$ cat src/rtl/counter_seq_ctrl_if.sv
// counter_seq_ctrl_if: command handshake, run controls and status of the counter sequencer
interface counter_seq_ctrl_if #(parameter int WIDTH = 4, parameter int STEP_W = 8) ();
  logic              cmd_valid;
  logic              cmd_ready;
  logic [1:0]        cmd_op;
  logic              cmd_dir;
  logic [WIDTH-1:0]  cmd_data;
  logic [STEP_W-1:0] cmd_steps;
  logic              pause;
  logic              abort;
  logic [WIDTH-1:0]  count;
  logic              busy;
  logic              done;
  logic              wrap;
  modport master (output cmd_valid, cmd_op, cmd_dir, cmd_data, cmd_steps, pause, abort,
                  input cmd_ready, count, busy, done, wrap);
  modport slave (input cmd_valid, cmd_op, cmd_dir, cmd_data, cmd_steps, pause, abort,
                 output cmd_ready, count, busy, done, wrap);
endinterface

$ cat src/rtl/counter_seq_ctrl.sv
// counter_seq_ctrl: command-driven LOAD/RUN sequencer for an up/down counter with pause, abort and wrap status
module counter_seq_ctrl #(
  parameter int WIDTH = 4,
  parameter int STEP_W = 8
) (
  input logic clk,
  input logic rst,
  counter_seq_ctrl_if.slave bus
);
  localparam logic [1:0] IDLE = 2'd0;
  localparam logic [1:0] RUN  = 2'd1;
  localparam logic [1:0] DONE = 2'd2;
  logic [1:0]        state, nxt;
  logic              ready, dir, wrap;
  logic [WIDTH-1:0]  count;
  logic [STEP_W-1:0] remaining;
  logic              acc, is_load, is_run, stepping;
  assign acc      = state == IDLE && bus.cmd_valid && ready;
  assign is_load  = bus.cmd_op == 2'b01;
  assign is_run   = bus.cmd_op == 2'b10;
  assign stepping = state == RUN && !bus.abort && !bus.pause;
  always_comb begin
    nxt = state == IDLE ? ((acc && (is_load || is_run)) ? ((is_run && bus.cmd_steps != '0) ? RUN : DONE) : IDLE) :
          state == RUN  ? (bus.abort ? IDLE : (stepping && remaining == STEP_W'(1)) ? DONE : RUN) :
          IDLE;
  end
  // ready is registered so it stays low through reset and rises the cycle after release
  always_ff @(posedge clk) begin
    if (!rst) begin
      state     <= IDLE;
      ready     <= 1'b0;
      count     <= '0;
      remaining <= '0;
      dir       <= 1'b0;
      wrap      <= 1'b0;
    end else begin
      state <= nxt;
      ready <= nxt == IDLE;
      wrap  <= stepping && (dir ? &count : ~|count);
      if (acc && is_load) count <= bus.cmd_data;
      if (stepping) count <= dir ? count + 1'b1 : count - 1'b1;
      if (acc && is_run) begin
        dir       <= bus.cmd_dir;
        remaining <= bus.cmd_steps;
      end else if (stepping) remaining <= remaining - 1'b1;
      else if (state == RUN && bus.abort) remaining <= '0;
    end
  end
  assign bus.cmd_ready = ready;
  assign bus.count     = count;
  assign bus.busy      = state == RUN;
  assign bus.done      = state == DONE;
  assign bus.wrap      = wrap;
endmodule

$ cat src/flat_wrapper.sv
// flat-port wrapper written by rule: the top's interface ports become plain ports
module counter_seq_ctrl_flat 
#(
  parameter int WIDTH = 4,
  parameter int STEP_W = 8
)
  (clk, rst, bus_cmd_valid, bus_cmd_op, bus_cmd_dir, bus_cmd_data, bus_cmd_steps, bus_pause, bus_abort, bus_cmd_ready, bus_count, bus_busy, bus_done, bus_wrap);
  counter_seq_ctrl_if #(.WIDTH(WIDTH), .STEP_W(STEP_W)) bus_i ();
  input logic clk;
  input logic rst;
  input wire logic [$bits(bus_i.cmd_valid)-1:0] bus_cmd_valid;
  input wire logic [$bits(bus_i.cmd_op)-1:0] bus_cmd_op;
  input wire logic [$bits(bus_i.cmd_dir)-1:0] bus_cmd_dir;
  input wire logic [$bits(bus_i.cmd_data)-1:0] bus_cmd_data;
  input wire logic [$bits(bus_i.cmd_steps)-1:0] bus_cmd_steps;
  input wire logic [$bits(bus_i.pause)-1:0] bus_pause;
  input wire logic [$bits(bus_i.abort)-1:0] bus_abort;
  output wire logic [$bits(bus_i.cmd_ready)-1:0] bus_cmd_ready;
  output wire logic [$bits(bus_i.count)-1:0] bus_count;
  output wire logic [$bits(bus_i.busy)-1:0] bus_busy;
  output wire logic [$bits(bus_i.done)-1:0] bus_done;
  output wire logic [$bits(bus_i.wrap)-1:0] bus_wrap;
  assign bus_i.cmd_valid = bus_cmd_valid;
  assign bus_i.cmd_op = bus_cmd_op;
  assign bus_i.cmd_dir = bus_cmd_dir;
  assign bus_i.cmd_data = bus_cmd_data;
  assign bus_i.cmd_steps = bus_cmd_steps;
  assign bus_i.pause = bus_pause;
  assign bus_i.abort = bus_abort;
  assign bus_cmd_ready = bus_i.cmd_ready;
  assign bus_count = bus_i.count;
  assign bus_busy = bus_i.busy;
  assign bus_done = bus_i.done;
  assign bus_wrap = bus_i.wrap;
  counter_seq_ctrl #(.WIDTH(WIDTH), .STEP_W(STEP_W)) u_core (.clk(clk), .rst(rst), .bus(bus_i));
endmodule
$ cat config.mk
export PLATFORM = sky130hd
export DESIGN_NAME = counter_seq_ctrl_flat
export DESIGN_NICKNAME = d
export VERILOG_FILES = /design/src/rtl/counter_seq_ctrl_if.sv /design/src/rtl/counter_seq_ctrl.sv /design/src/flat_wrapper.sv
export SDC_FILE = /design/constraint.sdc
export NUM_CORES = 1
export LEC_CHECK = 0
export ABC_AREA = 1
export CAP_MARGIN = 30
export CORE_UTILIZATION = 35
export CTS_BUF_LIST = sky130_fd_sc_hd__clkbuf_4 sky130_fd_sc_hd__clkbuf_8
export CTS_CLUSTER_DIAMETER = 150
export DETAILED_ROUTE_END_ITERATION = 16
export PLACE_DENSITY_LB_ADDON = 0.12
export SETUP_SLACK_MARGIN = 0.5
export SLEW_MARGIN = 5
export SYNTH_ARGS = -nofsm -noshare
export SYNTH_HDL_FRONTEND = slang
export SYNTH_SLANG_ARGS = --single-unit
$ cat constraint.sdc
create_clock -name clk -period 1.88 [get_ports clk]
set_input_delay 0.376 -clock clk [delete_from_list [all_inputs] [get_ports clk]]
set_output_delay 0.376 -clock clk [all_outputs]
set_load 0.1 [all_outputs]
# Word level (Yosys, flattened, before mapping)
# Cells that the tools add are included.
[op_classes]
add_sub_neg = 3
eq_ne = 5
mux = 13
n_reduce_logical = 22
[ops]
columns = ["cell", "count"]
rows = [
  ["two-way mux 8 bit", 3],
  ["two-way mux 2 bit", 6],
  ["two-way mux 4 bit", 3],
  ["logical AND 1 bit", 11],
  ["equality test 8 x 1 -> 1 bit, second input constant", 1],
  ["nonzero test 8 bit", 1],
  ["subtractor 8 x 1 -> 8 bit, second input constant", 1],
  ["adder 4 x 1 -> 4 bit, second input constant", 1],
  ["equality test 2 x 1 -> 1 bit, second input constant", 2],
  ["equality test 2 bit, second input constant", 2],
  ["zero test 2 bit", 2],
  ["AND reduction 4 bit", 1],
  ["OR reduction 4 bit", 1],
  ["subtractor 4 x 1 -> 4 bit, second input constant", 1],
  ["zero test 1 bit", 3],
  ["nonzero test 3 bit", 1],
  ["nonzero test 2 bit", 1],
  ["logical OR 1 bit", 1],
  ["two-way mux 1 bit", 1],
]
[totals]
ff_bits = 17
input_bits = 20
out_inout_bits = 8
word_cells = 49

# Logic depth before layout (Yosys ltp)
[depth]
depth_word = 9
mapped_depth = 9
depth_no_buf = 9

# Worst setup path after synthesis
# OpenSTA, ideal clock, no wires.
[synth_timing]
kind = "reg2out"
startpoint = "register u_core.state[1]"
endpoint = "output port bus_done"
arrival_ps = 1675
required_ps = 1504
path_slack_ps = -171
path_stages_with_launch = 3
path_buffers = 0
path_cell_list = "dfxtp_1 inv_2 nor2_1"
[synth_via]
elab_chain_cells = 1
[synth_rtl]
columns = ["item", "line", "source"]
rows = [
  ["start, declared", "counter_seq_ctrl.sv:13", "logic [1:0] state, nxt;"],
  ["start signal, assigned", "counter_seq_ctrl.sv:37", "state <= nxt;"],
  ["equality test 2 bit", "counter_seq_ctrl.sv:52", "assign bus.done = state == DONE;"],
  ["end, declared", "flat_wrapper.sv:21", "output wire logic [$bits(bus_i.done)-1:0] bus_done;"],
]
# Every way passes these cells.

# Final worst setup path
[layout_timing]
startpoint = "register u_core.state[0]"
endpoint = "output port bus_busy"
[layout_via]
elab_chain_cells = 1
[layout_rtl]
columns = ["item", "line", "source"]
rows = [
  ["equality test 2 x 1 -> 1 bit", "counter_seq_ctrl.sv:51", "assign bus.busy = state == RUN;"],
  ["end, declared", "flat_wrapper.sv:20", "output wire logic [$bits(bus_i.busy)-1:0] bus_busy;"],
]
# Every way passes these cells.

==> metrics <==
clock skew between 0.007 and 0.008 ns; root buffer cell clkbuf_4; final hold vios 0; dominant synthesized flop cell dfxtp_1; clock sink count 17; Worst Hold Class reg -> reg; adder-cell share of the synthesized area 0.0838; CP required ~1.5 ns; YS warnings 0; dominant cells by area after synthesis dfxtp_1 30%, nand2_1 15%, inv_1 9.6%, nand3_1 8.4%, ha_1 6.6%; critical path capture point type output pin; number of placement rows 20; slew margin rel. 0.696; die width 58.9 um; Peak supply drop around 0.00025 V; ant diodes 0; Max-Cap Viols 0; Yosys cell types 26; Synth area leader dfxtp_1; Final Max Slew Viols 0; # IOs 28; Worst-Skew Late Latency ~0.30 ns; asr flop ratio synth 0; core area around 3100 um^2; CTS Buf Count 3; R2R setup slack between 0.5 and 0.6 ns; Worst EP arrival 1.02 ns; leak pwr roughly 0.73 nW; Setup violations, final 0; period utilisation layout 0.742; DR DRC count 0; setup TNS 0 ns; initial antenna violation count 0; Longest Clk Path Bufs 2; Synth-to-Final Area Change 53.4%; share of the synthesized area in the top cell type 0.300; Final ANT Viol Nets 0; largest net degree at the start of global routing 13; Highest Clock Rate a little over 700 MHz; # H-tree levels 1; CTS tree done; final std cells w/o fill between 200 and 300; largest family of logic cells by synthesized area simple AND/OR/NAND/NOR gates; Crit Path Class reg -> out; Synth Area in Compound Gates 0.127; clk slew on worst S/H paths 0.10 ns; Seq/Total Area, Yosys 0.300; TritonRoute pass-1 iters 4; wire per inst between 10 and 15 um; fraction of synthesized area in multiplexers 0; HPWL after detailed placement approximately 2.3 mm; Routed Wire Length approximately 3 mm; fin util 0.570; worst hold path endpoint u_core.remaining[1]$_SDFFE_PN0P_; Worst Reg2Reg Path Length in Cells 6; simple-gate share of the synthesized area 0.365; Crit. Startpoint u_core.state[0]$_SDFF_PN0_; Worst Setup Start Kind register; initial DRC count between 40 and 50; number of synthesized flops with an enable pin 0; launch point of the worst reg-to-reg path u_core.state[0]$_SDFF_PN0_; Mapped Area 1130 um^2; final hold slack about 0.49 ns; dpl ws between 0.09 and 0.1 ns; Cells after DPL between 200 and 300; vias per cell a little under 5; Port Buffers 27; via count between 1000 and 1500; most frequent cells in the layout 41 x nand2_1, 22 x inv_1, 16 x nand3_1, 16 x nor2_1, 16 x clkdlybuf4s50_1; most common cell after layout, fill and taps aside nand2_1; CTS Hold Buffers Added 0; RR Endpoint u_core.remaining[5]$_SDFFE_PN0P_; Die Height ~60 um; Synth Register Bits 17; Tmin final roughly 1.4 ns; first-pass GRT wire length 4.89 mm; RSZ-0062 raised after global routing true; gr usage total 0.188; XOR/XNOR Fraction of Synth Area 0.00772; hold depth 2; Post-layout nets ~240; GPL Wtd Cong around 0.87; worst slew pin tran 0.455 ns; status finished clean; P per Cell Area 468 nW/um^2; die area around 3500 um^2; vias in the first global route approximately 1100; Final WS setup roughly 0.49 ns; Initial Utilization 0.372; GR Overflow Total 0; Syn Inst Count 178; Max FO, Critical Path 3; Mapped Avg Cell Area approximately 6.4 um^2; hold path startpoint u_core.remaining[1]$_SDFFE_PN0P_; fraction of layout cells with a size suffix above 1 0.274; Mapped Nets approximately 200
-- sequential cells by signal, indices dropped and copies added (netlist names) --
| name | flops |
|---|---|
| u_core.remaining | 8 |
| u_core.bus.cmd_ready | 1 |
| u_core.bus.count | 4 |
| u_core.state | 2 |
| u_core.bus.wrap | 1 |
| u_core.dir | 1 |
-- worst max-delay path, stage by stage, from the launching register on --
cell,delay (ns)
dfxtp_4,0.39
inv_2,0.05
nor2_4,0.11
buf_12,0.18
-- logic make-up after synthesis --
group,Yosys count
and+or+nand+nor,93
buffers and inverters,33
AOI/OAI and AO/OA,27
DFF,17
adders and majority gates,7
xor gates and xnor gates,1
-- routing by layer --
layer / up-vias / track usage / share of wire / routed length [um]
met2: 33 / 0.318 / 0.49 / 1480
met5: - / 0 / 0 / 0
met1: 575 / 0.242 / 0.44 / 1330
li1: 645 / - / - / -
met3: 4 / 0.0264 / 0.051 / 154
met4: 0 / 0.0714 / 0.014 / 42
-- how the worst max path moves through the flow --
stage               cells past startpoint  slack [ns]                          endpoint
finish                                  3        0.49                          bus_busy
global route                            3        0.45                          bus_busy
CTS                                     3        0.48                          bus_done
detailed placement                      9        0.09  u_core.remaining[6]$_SDFFE_PN0P_
global placement                        9        0.14  u_core.remaining[5]$_SDFFE_PN0P_
floorplan                               2        0.26                          bus_done
-- layout make-up --
| type | instances | area [um^2] |
|---|---|---|
| Fill cell | 305 | 1310 |
| Multi-Input combinational cell | 128 | 767 |
| Timing Repair Buffer | 35 | 404 |
| Sequential cell | 17 | 363 |
| Inverter | 31 | 124 |
| Tap cell | 44 | 55.1 |
| Clock buffer | 3 | 22.5 |
| Clock inverter | 1 | 5.00 |
-- cell usage after synthesis (all sizes together) (2+ instances only) --
cell type,n
dfxtp,17
nand3,20
nand4,2
nor2,21
ha,6
o21ai,12
inv,30
a31oi,4
nand2,47
a21oi,9
nor3,2
-- repair_timing --
action | in CTS | in global routing
setup endpoints to repair | 13 | 18
gates resized for setup | 11 | 25
setup buffers | 3 | 2
pin swaps | 2 | 8
-- power by group --
part | internal [mW] | switching (mW) | leakage, nW
clock network | 0.0792 | 0.126 | 0.0177
registers | 0.367 | 0.0131 | 0.143
logic | 0.0991 | 0.131 | 0.574
total | 0.545 | 0.270 | 0.734
-- per-stage QoR --
| stage | cell area, um^2 | power, mW |
|---|---|---|
| after floorplan | 1170 | 0.509 |
| after global placement | 1560 | 0.593 |
| after detailed placement | 1560 | 0.597 |
| final | 1740 | 0.815 |
| after CTS | 1650 | 0.809 |
| after global routing | 1740 | 0.856 |
Power figures use the tool's default switching activity.
==> RTL change 1: new RTL, config.mk and constraints unchanged <==
Reset style: asynchronous (`rst`), changed in one clocked block.
--- a/src/rtl/counter_seq_ctrl.sv
+++ b/src/rtl/counter_seq_ctrl.sv
@@ -26,5 +26,5 @@
   end
   // ready is registered so it stays low through reset and rises the cycle after release
-  always_ff @(posedge clk) begin
+  always_ff @(posedge clk or negedge rst) begin
     if (!rst) begin
       state     <= IDLE;
Behaviour: differs if rst is asserted again (counterexample within 4 cycles, from zero or initial values and one cycle with rst low); with rst held inactive, the same outputs for 10 cycles.
==> RTL change 1 against the unedited design <==
Register-to-register slack worse by 0.02 ns; largest cell class unchanged; sequential share of layout area grew 3.4 points; cell count grew 1.5%; sequential cell count did not move; non-clock buffer count up 6; count of clock-buffer cells in the layout up 1; routed wire length decreased by 3.0%; synthesized area increased by 3.1%; critical endpoint unchanged; first-iteration DRC count is 64% higher; setup slack got worse by 0.046 ns; design area up 4.5%.
Power is not compared: it rests on default switching activity, and its combinational part moved more than twofold at a synthesized area within 25%.
==> RTL change 1: results (changes against the unedited design) <==
* Outcome: finished, final reports clean (unchanged)
* Initial antenna violation count at 0 (unchanged)
* Max Clock Skew at 0.00996 ns (was 0.00727 ns)
* Critical R2R Capture: u_core.remaining[4] (was u_core.remaining[5])
* CTS H-Tree Depth at 1 (unchanged)
* Tightest Pin Transition at 0.277 ns (was 0.455 ns)
* Worst-path clk slew at 0.11 ns
* Reg2reg path depth at 7 (was 6)
* Vias in the first global route at 1095 (was 1121)
* IO Port Bufs at 27 (unchanged)
* Worst-case vdd ir drop at 0.000466 V
* Global placer's final weighted congestion at 0.841 (was 0.867)
* Nets at 247 (was 243)
* Ys async rst share at 1.00 (was 0)
* Final slew viol count at 0 (unchanged)
* Synth top area cells: dfrtp_1, nand2_1, nand3_1, inv_1, nor2_1 (was dfxtp_1, nand2_1, inv_1, nand3_1, ha_1)
* Diode count at 0 (unchanged)
* Part of the Yosys area used for sequential elements at 0.364 (was 0.300)
* Hold crit path type: in2async (was reg2reg)
* DRC at 0 (unchanged)
* CTS Buffer Depth at 2 (unchanged)
* Worst Path Arrival at 1.06 ns (was 1.02 ns)
* Hold Vio Cnt, Final at 0 (unchanged)
* Reg2reg start: u_core.state[0] (unchanged)
* Synthesis warning total at 0 (unchanged)
* Root Buffer: clkbuf_4 (unchanged)
* Vias at 1226 (was 1257)
* Worst R2R Setup Slack at 0.52 ns (was 0.54 ns)
* First-pass GRT wire length at 4690 um (was 4890 um)
* Synth Flop Type: dfrtp_1 (was dfxtp_1)
* GRT Total Usage at 0.173 (was 0.188)
* DRT Pass-1 Iters at 4 (unchanged)
* Pin count of the biggest net entering global routing at 18 (was 13)
* Layout cells sized above 1 at 0.269 (was 0.274)
* Hpwl dp at 2160 um (was 2290 um)
* Worst-Skew Late Latency at 0.29 ns
* FILL cells at 305 (unchanged)
* Drt total wl at 2910 um (was 3000 um)
* Top Registers: u_core.remaining: 8 flops, u_core.bus.count: 4 flops, u_core.state: 2 flops (unchanged)
* Total CTS buffers at 3 (unchanged)
* Crit path max fanout at 3 (unchanged)
* Commonest cells post-synth: nand2_1, inv_1, nor2_1 (was nand2_1, inv_1, nand3_1)
* Pleak at 0.878 nW
* Syn Nets at 202 (was 205)
* Post-synth EDFFs at 0 (unchanged)
* Starting DRT DRC Count at 77 (was 47)
* Worst hold slack at 0.400 ns (was 0.488 ns)
* Synth unique cells at 19 (was 26)
[RTL change 1: what timing repair did]
item / CTS / global route
hold buffers: 0 / 0
buffers inserted: 5 / 7
pin swaps: 0 / 10
resized for setup: 4 / 17
endpoints found under the setup margin: 9 / 20
[RTL change 1: worst max-delay path by stage]
stage                          startpoint                   end  slack, ns  cells past startpoint
after floorplan           u_core.state[0]   u_core.remaining[4]       0.30                      7
after global placement      bus_cmd_op[0]   u_core.remaining[1]       0.23                      7
after detailed placement    bus_cmd_op[0]  u_core.bus.cmd_ready       0.19                      7
after CTS                 u_core.state[0]              bus_busy       0.42                      3
after global routing      u_core.state[0]              bus_busy       0.39                      3
final                     u_core.state[0]              bus_busy       0.44                      3
[RTL change 1: logic make-up after synthesis]
kind of cell             Yosys count  share of synthesized area
XOR/XNOR                           1                    0.00749
buffers and inverters             27                     0.0898
flip-flops                        17                      0.364
adder cells (fa/ha/maj)            7                     0.0813
AO/OA/AOI/OAI                     14                     0.0684
AND/OR/NAND/NOR                  109                      0.389
[RTL change 1: final cells by class]
cell class / instances / area [um2] / area share
inverter: 26 / 103 / 0.0564
timing repair buffer: 41 / 453 / 0.249
tap: 44 / 55.1 / 0.0303
clock buffer: 4 / 30.0 / 0.0165
sequential: 17 / 442 / 0.243
multi-input combinational: 131 / 736 / 0.405
[RTL change 1: metal layers]
layer	share of wire	vias up	global-route usage	wire length [um]
met5	0	-	0	0
met4	0.0075	0	0.0399	22
met3	0.056	2	0.0260	163
met2	0.49	35	0.268	1420
met1	0.45	549	0.251	1310
li1	-	640	-	-
[RTL change 1: per-stage QoR]
stage	instance area [um2]	std cells	util	setup WS, ns	total power [mW]
after floorplan	1230	175	-	0.301	1.45
after global placement	1640	247	0.527	0.231	1.83
after detailed placement	1640	247	0.527	0.194	1.85
after CTS	1710	256	0.550	0.424	2.12
after global routing	1820	263	0.586	0.388	2.35
final	1820	263	0.586	0.439	2.19
[RTL change 1: critical path, cell delays in order (launching register included)]
cell and delay [ns]:
dfrtp_2 0.41, inv_2 0.05, nor2_4 0.13, buf_12 0.18
[RTL change 1: report_power, final]
part	total [mW]	internal (mW)	switching (mW)
Clock	0.216	0.0968	0.119
Sequential	0.642	0.495	0.147
Combinational	1.34	0.558	0.778
==> RTL change 2: new RTL, same settings <==
Without the edit above. `WIDTH` is set to 4 in 3 places; all go to 6.
--- a/src/rtl/counter_seq_ctrl_if.sv
+++ b/src/rtl/counter_seq_ctrl_if.sv
@@ -1,4 +1,4 @@
 // counter_seq_ctrl_if: command handshake, run controls and status of the counter sequencer
-interface counter_seq_ctrl_if #(parameter int WIDTH = 4, parameter int STEP_W = 8) ();
+interface counter_seq_ctrl_if #(parameter int WIDTH = 6, parameter int STEP_W = 8) ();
   logic              cmd_valid;
   logic              cmd_ready;
--- a/src/rtl/counter_seq_ctrl.sv
+++ b/src/rtl/counter_seq_ctrl.sv
@@ -1,5 +1,5 @@
 // counter_seq_ctrl: command-driven LOAD/RUN sequencer for an up/down counter with pause, abort and wrap status
 module counter_seq_ctrl #(
-  parameter int WIDTH = 4,
+  parameter int WIDTH = 6,
   parameter int STEP_W = 8
 ) (
--- a/src/flat_wrapper.sv
+++ b/src/flat_wrapper.sv
@@ -2,5 +2,5 @@
 module counter_seq_ctrl_flat 
 #(
-  parameter int WIDTH = 4,
+  parameter int WIDTH = 6,
   parameter int STEP_W = 8
 )
Ports: changed (resized bus_cmd_data and bus_count); port bits go from 28 to 32. No check against the original RTL was run, so the function may have changed too.
==> RTL change 2 against the unedited design <==
Design area rose by 18%; power up 24%; synthesized area rose by 13%; sequential cell count increased by 2; setup slack gained 0.0091 ns; routed wire length is 17% higher; non-clock buffer count up 7; critical path depth did not move; sequential power grew 12%; critical endpoint unchanged; largest power group unchanged.
==> RTL change 2: results (changes against the unedited design) <==
* Outcome: finished, final reports clean (unchanged)
* Total CTS buffers at 3 (unchanged)
* First-pass GRT wire length at 5690 um (was 4890 um)
* Tightest Pin Transition at 0.279 ns (was 0.455 ns)
* CTS H-Tree Depth at 1 (unchanged)
* Pin count of the biggest net entering global routing at 13 (unchanged)
* Vias in the first global route at 1240 (was 1121)
* Initial antenna violation count at 0 (unchanged)
* Worst R2R Setup Slack at 0.56 ns (was 0.54 ns)
* Worst-Skew Late Latency at 0.25 ns (was 0.30 ns)
* Reg2reg start: u_core.dir (was u_core.state[0])
* IO Port Bufs at 31 (was 27)
* Dpl ws at 0.0499 ns (was 0.0924 ns)
* Worst setup path end: bus_busy (unchanged)
* Commonest cells post-synth: nand2_1, nor2_1, inv_1 (was nand2_1, inv_1, nand3_1)
* DRC at 0 (unchanged)
* Worst setup margin at 0.495 ns (was 0.486 ns)
* Top Registers: u_core.remaining: 8 flops, u_core.bus.count: 6 flops, u_core.state: 2 flops (was u_core.remaining: 8 flops, u_core.bus.count: 4 flops, u_core.state: 2 flops)
* Reg2reg path depth at 8 (was 6)
* Nets at 275 (was 243)
* Synth Flop Type: dfxtp_1 (unchanged)
* Max Clock Skew at 0.00220 ns (was 0.00727 ns)
* Highest cell delay on the worst timing path at 0.38 ns
* Crit path max fanout at 4 (was 3)
* Worst-path clk slew at 0.07 ns (was 0.10 ns)
* Layout cells sized above 1 at 0.292 (was 0.274)
* Critical R2R Capture: u_core.bus.count[3] (was u_core.remaining[5])
* GRT Total Usage at 0.180 (was 0.188)
* DRT Pass-1 Iters at 5 (was 4)
* Vias at 1405 (was 1257)
* Pint at 0.704 mW (was 0.545 mW)
* Wire per inst at 12.1 um (was 11.6 um)
* FILL cells at 320 (was 305)
* Synth top area cells: dfxtp_1, nand2_1, ha_1, nand3_1, nor2_1 (was dfxtp_1, nand2_1, inv_1, nand3_1, ha_1)
* Syn Nets at 230 (was 205)
* Hpwl dp at 2540 um (was 2290 um)
* Diode count at 0 (unchanged)
* Starting DRT DRC Count at 86 (was 47)
* Critical path launch point: u_core.state[0] (unchanged)
* Worst-case vdd ir drop at 0.000233 V (was 0.000249 V)
* CTS Buffer Depth at 2 (unchanged)
* Crit-path leading delay family: flip-flops (unchanged)
* Global placer's final weighted congestion at 0.811 (was 0.867)
* Synth unique cells at 28 (was 26)
* Synthesis warning total at 0 (unchanged)
* Part of the Yosys area used for sequential elements at 0.295 (was 0.300)
* Pleak at 0.848 nW (was 0.734 nW)
* Hold crit path type: reg2reg (unchanged)
* Root Buffer: clkbuf_8 (was clkbuf_4)
## RTL change 2: cell count changes after synthesis, moves of 3 or more
cell | before | now
nor2_2 | 3 | 0
nand4_1 | 2 | 5
nand2_1 | 44 | 49
inv_1 | 29 | 25
nor3_1 | 1 | 4
nor2_1 | 18 | 26
## RTL change 2: repair_timing
item | in CTS | in global routing
gates resized for setup | 16 | 21
setup buffers | 3 | 4
pin swaps | 5 | 10
endpoints found under the hold margin | 0 | 0
setup endpoints to repair | 17 | 18
## RTL change 2: layout make-up
type,count,area share
clock buffers,4,0.0238
well taps,46,0.0280
repair buffers,42,0.229
flip-flops and latches,19,0.201
multi-input cells,150,0.456
inverters,28,0.0615
## RTL change 2: worst min-delay path by stage
stage | from | end | depth (start not counted)
after floorplan | u_core.remaining[1] | u_core.remaining[1] | 2
after detailed placement | u_core.remaining[1] | u_core.remaining[1] | 2
final | u_core.remaining[1] | u_core.remaining[1] | 2
after CTS | u_core.remaining[1] | u_core.remaining[1] | 2
after global placement | u_core.remaining[1] | u_core.remaining[1] | 2
after global routing | u_core.remaining[3] | u_core.remaining[3] | 2
## RTL change 2: tightest hold or removal path, stage by stage, from the launching register on
cell	delay [ns]
dfxtp_1	0.31
nand2_1	0.06
a31oi_1	0.06
## RTL change 2: layer usage
metal / global-route usage / share of wire / vias up
li1: - / - / 742
met4: 0.0436 / 0.0057 / 0
met1: 0.264 / 0.50 / 624
met5: 0 / 0 / -
met3: 0.0292 / 0.046 / 2
met2: 0.273 / 0.45 / 37
## RTL change 2: power by group through the flow
| stage | sequential [mW] | clock, mW | combinational (mW) |
|---|---|---|---|
| 4_1_cts | 0.427 | 0.309 | 0.266 |
| 3_5_place_dp | 0.436 | 0 | 0.256 |
| 5_1_grt | 0.426 | 0.334 | 0.318 |
| 3_3_place_gp | 0.436 | 0 | 0.255 |
| 2_1_floorplan | 0.473 | 0 | 0.115 |
| 6_report | 0.425 | 0.297 | 0.291 |
## RTL change 2: kinds of logic (layout without fill, tap and decap cells)
group | after synthesis | count (layout) | synth area share
and+or+nand+nor | 111 | 111 | 0.378
buffers and inverters | 30 | 74 | 0.0962
AOI/OAI and AO/OA | 28 | 28 | 0.123
DFF | 19 | 19 | 0.295
adders and majority gates | 9 | 9 | 0.0933
xor gates and xnor gates | 2 | 2 | 0.0136
## RTL change 2: per-stage QoR
stage	area, um2	hold slack [ns]	total power, mW	cells	utilization
after floorplan	1380	0.450	0.588	199	-
after global placement	1840	0.467	0.691	278	0.534
after detailed placement	1840	0.474	0.692	278	0.534
after CTS	1950	0.487	1.00	285	0.567
after global routing	2050	0.512	1.08	289	0.597
final	2050	0.485	1.01	289	0.597
